==> config.mk <==
export PLATFORM = sky130hd
export DESIGN_NAME = mti_integrator
export DESIGN_NICKNAME = d
export VERILOG_FILES = /design/src/rtl/mti_integrator.sv
export SDC_FILE = /design/constraint.sdc
export NUM_CORES = 2
export LEC_CHECK = 0
export BUFFER_PORTS_ARGS = -buffer_cell sky130_fd_sc_hd__buf_2
export CAP_MARGIN = 20
export CORE_UTILIZATION = 35
export DETAILED_ROUTE_END_ITERATION = 8
export SYNTH_ARGS = -nofsm -noshare
export SYNTH_HDL_FRONTEND = slang
export SYNTH_SLANG_ARGS = --single-unit
==> constraint.sdc <==
create_clock -name clk -period 11.01 [get_ports clk]
set_input_delay 1.101 -clock clk [delete_from_list [all_inputs] [get_ports clk]]
set_output_delay 1.101 -clock clk [all_outputs]
set_load 0.02 [all_outputs]
==> src/rtl/mti_integrator.sv <==
// mti_integrator: per-bin pulse-to-pulse integrator, the exact inverse of a 2-pulse MTI canceller.
// Define MTI_INTEG_LEAK_EN to build a leaky integrator (acc - acc>>>LEAK_SHIFT + diff) instead.
module mti_integrator #(
  parameter int DATA_WIDTH = 16,
  parameter int NUM_BINS   = 64,
  parameter int LEAK_SHIFT = 4
) (
  input  logic                  clk,
  input  logic                  rst_n,
  input  logic                  enable,
  input  logic                  start,
  input  logic [DATA_WIDTH-1:0] data_in,
  input  logic                  data_valid,
  output logic                  data_ready,
  output logic [DATA_WIDTH-1:0] data_out,
  output logic                  data_out_valid,
  input  logic                  data_out_ready,
  output logic [15:0]           pulse_count,
  output logic                  seeding
);
  localparam int BW = $clog2(NUM_BINS);
  typedef enum logic [1:0] {IDLE, SEED, RUN} state_t;
  state_t                r_state;
  logic [BW-1:0]         r_bin;
  logic [DATA_WIDTH-1:0] r_acc [NUM_BINS];
  logic [DATA_WIDTH-1:0] r_out;
  logic                  r_valid;
  logic [15:0]           r_pc;
  logic                  w_accept;
  logic                  w_wrap;
  logic [DATA_WIDTH-1:0] w_cur;
  logic [DATA_WIDTH-1:0] w_new;
  assign data_ready     = enable && r_state != IDLE && (!r_valid || data_out_ready);
  assign w_accept       = data_valid && data_ready;
  assign w_wrap         = r_bin == BW'(NUM_BINS - 1);
  assign w_cur          = r_acc[r_bin];
  assign data_out       = r_out;
  assign data_out_valid = r_valid;
  assign pulse_count    = r_pc;
  assign seeding        = r_state == SEED;
`ifdef MTI_INTEG_LEAK_EN
  // separate signed net so the shift stays arithmetic inside the unsigned sum
  logic signed [DATA_WIDTH-1:0] w_leak;
  assign w_leak = $signed(w_cur) >>> LEAK_SHIFT;
  assign w_new  = r_state == SEED ? data_in : w_cur - w_leak + data_in;
`else
  assign w_new  = r_state == SEED ? data_in : w_cur + data_in;
`endif
  always_ff @(posedge clk or negedge rst_n) begin
    if (!rst_n) begin
      r_state <= IDLE;
      r_bin   <= '0;
      r_out   <= '0;
      r_valid <= 1'b0;
      r_pc    <= '0;
      for (int i = 0; i < NUM_BINS; i++) r_acc[i] <= '0;
    end else if (start) begin
      r_state <= SEED;
      r_bin   <= '0;
      r_pc    <= '0;
      r_valid <= 1'b0;
    end else if (w_accept) begin
      r_acc[r_bin] <= w_new;
      r_out        <= w_new;
      r_valid      <= 1'b1;
      r_bin        <= r_bin + 1'b1;
      if (w_wrap) begin
        r_pc    <= r_pc + 16'(r_pc != 16'hFFFF);
        r_state <= RUN;
      end
    end else if (data_out_ready) begin
      r_valid <= 1'b0;
    end
  end
endmodule

==> impl_metrics.toml <==
[placed_design]
dp_hpwl_um = 110000
io_buffers = 56
place_congestion = 0.944

[cts]
numCtsBuffers = 115
cts_resized = 0
worstSkewPairLatency_ns = 0.75
cts_post_setup_buffers_inserted = 0
root_buffer = "clkbuf_16"
cts_tree = "done"
ctsHoldBuffers = 0
cts.sinks = 1065
clockBufferDepth = 3
htreeDepth = 3
path_clk_slew_ns = 0.06

[grt]
grt_pass1_vias = 38400
antenna_found_initial = 7
grt_usage = 0.241
gr-total-overflow = 0
grt_pass1_wl_um = 262000
grt_start_max_net_pins = 175

[route]
drt_pass1_iterations = 8
drtIter0Drc = 4689
detail-route-antenna-nets = 0
drc = 0
wire_per_inst_um = 25.0
wl_um = 177000
drt-vias-per-instance = 5.74
vias = 40800

[worst_setup_path]
reg2reg_slack_ns = 3.61
crit_family = "buffers and inverters"
reg2reg_to = "data_out[15]$_DFFE_PN0P_"
arrival_ns = 8.06
critPathCaptureType = "register"
crit_chain = "buf_12, inv_2, buf_4, nand2_1, o22ai_1, o21ai_0, o21ai_0, or4_1, ha_1, and3_1, and3_1, a211oi_1, a211o_1, o21ai_1, xnor2_2, buf_4, buf_4, mux2i_1"
crit_path_start_kind = "register"
reg2reg_from = "r_bin[0]$_DFFE_PN0P_"
critical_path_class = "register to register"
critPathMaxFanout = 94
required_ns = 11.67
rr_worst_depth = 18
slowest_delay_ns = 0.76
cp_slowest_cell = "buf_4"
path_buf_inv = 5
cp.depth = 18
crit_top_cell = "buf_4"

[synth]
ys_warn_count = 0
synth_area_per_cell_um2 = 9.48
syn_area_mm2 = 0.0499
synth_seq_cells = 1065
seq_area_frac_synth = 0.534
synth_edf_count = 0
synthFlopType = "dfrtp_1"
synth.distinct_cells = 70
syn-num-nets = 5305
syn_inst = 5264
async_reset_ff_frac = 1.00

[job]
drv_cap = 0

[finish]
syn_to_final_growth_pct = 12.5
drive_gt1_frac = 0.103
layout.nets = 5154
fillCellCount = 14000

[sta]
timing.setup.tns_ns = 0
setup_viol = 0
min_period_ns = 7.40
slew_violations = 0
fin_crit_sh = 0.672
hold_ws_ns = 0.420
hold_violations = 0
max-slew-margin-rel = 0.205
rsz0062_at_grt = "false"
fmax_mhz = 135
skew_ns = 0.0459
worstMarginPinSlew_ns = 1.19

[pwr]
p_per_area_mw_per_mm2 = 163
leakage_nw = 24.8
ir_drop_mv = 0.165

[hold_path]
hp-class = "input pin to asynchronous set/reset pin"

[floorplanning]
die_h_um = 380
num_rows = 138
start_util = 0.353
core-area_mm2 = 0.142
dieArea_mm2 = 0.144
pin_count = 57
die_width_um = 380

[status]
outcome = "completed"
cells by family (layout without fill, tap and decap cells):
group	after synthesis	count (layout)	share of synthesized area
and+or+nand+nor	1665	1665	0.134
AOI/OAI and AO/OA	1646	1646	0.188
DFF	1065	1065	0.534
buffers and inverters	452	395	0.0390
muxes	392	392	0.0960
xor gates and xnor gates	25	25	0.00439
adders and majority gates	19	19	0.00491
other	0	3	0
worst register-to-register path: cells and delay by family, from the launching register on:
| family | cells | cell delay (ns) |
|---|---|---|
| compound gates | 6 | 1.97 |
| xor+xnor | 1 | 0.14 |
| fa+ha+maj | 1 | 0.38 |
| buf+inv | 5 | 2.64 |
| flops | 1 | 0.45 |
| mux | 1 | 0.34 |
| simple gates | 4 | 1.38 |
area by class of cell:
| type | instances | area, um^2 | share of cell area |
|---|---|---|---|
| well taps | 1890 | 2360 | 0.0421 |
| diodes | 3 | 7.51 | 0.000134 |
| clock inverters | 41 | 602 | 0.0107 |
| multi-input cells | 3747 | 21600 | 0.384 |
| clock buffers | 170 | 3410 | 0.0608 |
| flip-flops and latches | 1065 | 26700 | 0.475 |
| repair buffers | 171 | 1470 | 0.0261 |
| inverters | 13 | 51.3 | 0.000913 |
cells in the mapped netlist (5+ instances only):
master,count,share of area
a31oi_1,5,0.00063
clkbuf_1,312,0.023
nand3_1,16,0.0016
mux2i_1,267,0.054
xor2_1,15,0.0026
nor3_1,7,0.00070
and2_1,70,0.0088
nor2_1,614,0.046
xnor2_1,10,0.0018
buf_4,16,0.0024
mux2_2,61,0.014
a221o_1,8,0.0016
nor2b_1,6,0.00075
and3_1,8,0.0010
dfrtp_1,1065,0.53
or3_1,5,0.00063
a211oi_1,7,0.0011
a32oi_1,5,0.00088
a21o_1,5,0.00075
nand2b_1,9,0.0011
buf_2,87,0.0087
o21ai_0,755,0.076
o22ai_1,67,0.0084
buf_1,16,0.0012
o22a_1,13,0.0023
a21oi_1,511,0.051
or4_1,8,0.0012
o221ai_1,13,0.0023
o211ai_1,7,0.0011
inv_1,10,0.00075
nand2_1,887,0.067
ha_1,18,0.0045
nand4_1,11,0.0014
a221oi_1,137,0.024
a22o_1,24,0.0042
buf_8,5,0.0015
a22oi_1,60,0.0090
o21ai_1,5,0.00050
nor3b_1,6,0.00090
mux4_2,63,0.028
registers in the layout, summed over array words and instances (netlist names):
register and cells:
data_out 16, data_out_valid 1, pulse_count 16, r_acc 1024
r_bin 6, r_state 2
report_power, final:
group,internal [W],leakage [nW],total [W],switching (W)
Combinational,0.000331,8.02,0.00105,0.000718
Sequential,0.00398,14.8,0.00402,0.0000403
Clock,0.00239,1.97,0.00408,0.00170
stage by stage:
| stage | cell area, um^2 | std cells | total power [W] | setup WS [ns] | utilization |
|---|---|---|---|---|---|
| 2_1_floorplan | 49900 | 5264 | 0.00476 | 6.54 | - |
| 3_3_place_gp | 51800 | 6873 | 0.00511 | 3.80 | 0.366 |
| 3_5_place_dp | 51900 | 6878 | 0.00512 | 3.84 | 0.367 |
| 4_1_cts | 55900 | 7089 | 0.00918 | 3.80 | 0.395 |
| 5_1_grt | 56200 | 7097 | 0.00940 | 3.44 | 0.397 |
| 6_report | 56200 | 7100 | 0.00915 | 3.61 | 0.397 |
worst max path at each step:
stage / start / to / slack (ns)
floorplan: r_bin[1]$_DFFE_PN0P_ / r_acc[188]$_DFFE_PN0P_ / 6.54
global placement: r_bin[0]$_DFFE_PN0P_ / data_out[15]$_DFFE_PN0P_ / 3.80
detailed placement: r_bin[0]$_DFFE_PN0P_ / r_acc[63]$_DFFE_PN0P_ / 3.84
CTS: r_bin[0]$_DFFE_PN0P_ / data_out[15]$_DFFE_PN0P_ / 3.80
global route: r_bin[0]$_DFFE_PN0P_ / r_acc[143]$_DFFE_PN0P_ / 3.44
finish: r_bin[0]$_DFFE_PN0P_ / data_out[15]$_DFFE_PN0P_ / 3.61
layer usage:
| layer | track usage | part of all wire | wire length, um |
|---|---|---|---|
| met5 | 0 | 0.00015 | 27 |
| met4 | 0.0912 | 0.042 | 7400 |
| met2 | 0.365 | 0.44 | 78100 |
| met3 | 0.0590 | 0.099 | 17500 |
| met1 | 0.332 | 0.42 | 74200 |
layout by cell type, fill, tap and decap left out, types with 55 or more instances in the layout:
cell,n
a221oi_1,137
and2_1,68
clkbuf_16,115
nand2_1,885
mux2i_1,263
buf_2,55
a21oi_1,511
mux4_2,63
o22ai_1,67
dfrtp_1,1062
mux2_2,61
nor2_1,607
a22oi_1,60
o21ai_0,751
buf_4,95
Power figures use the tool's default switching activity.
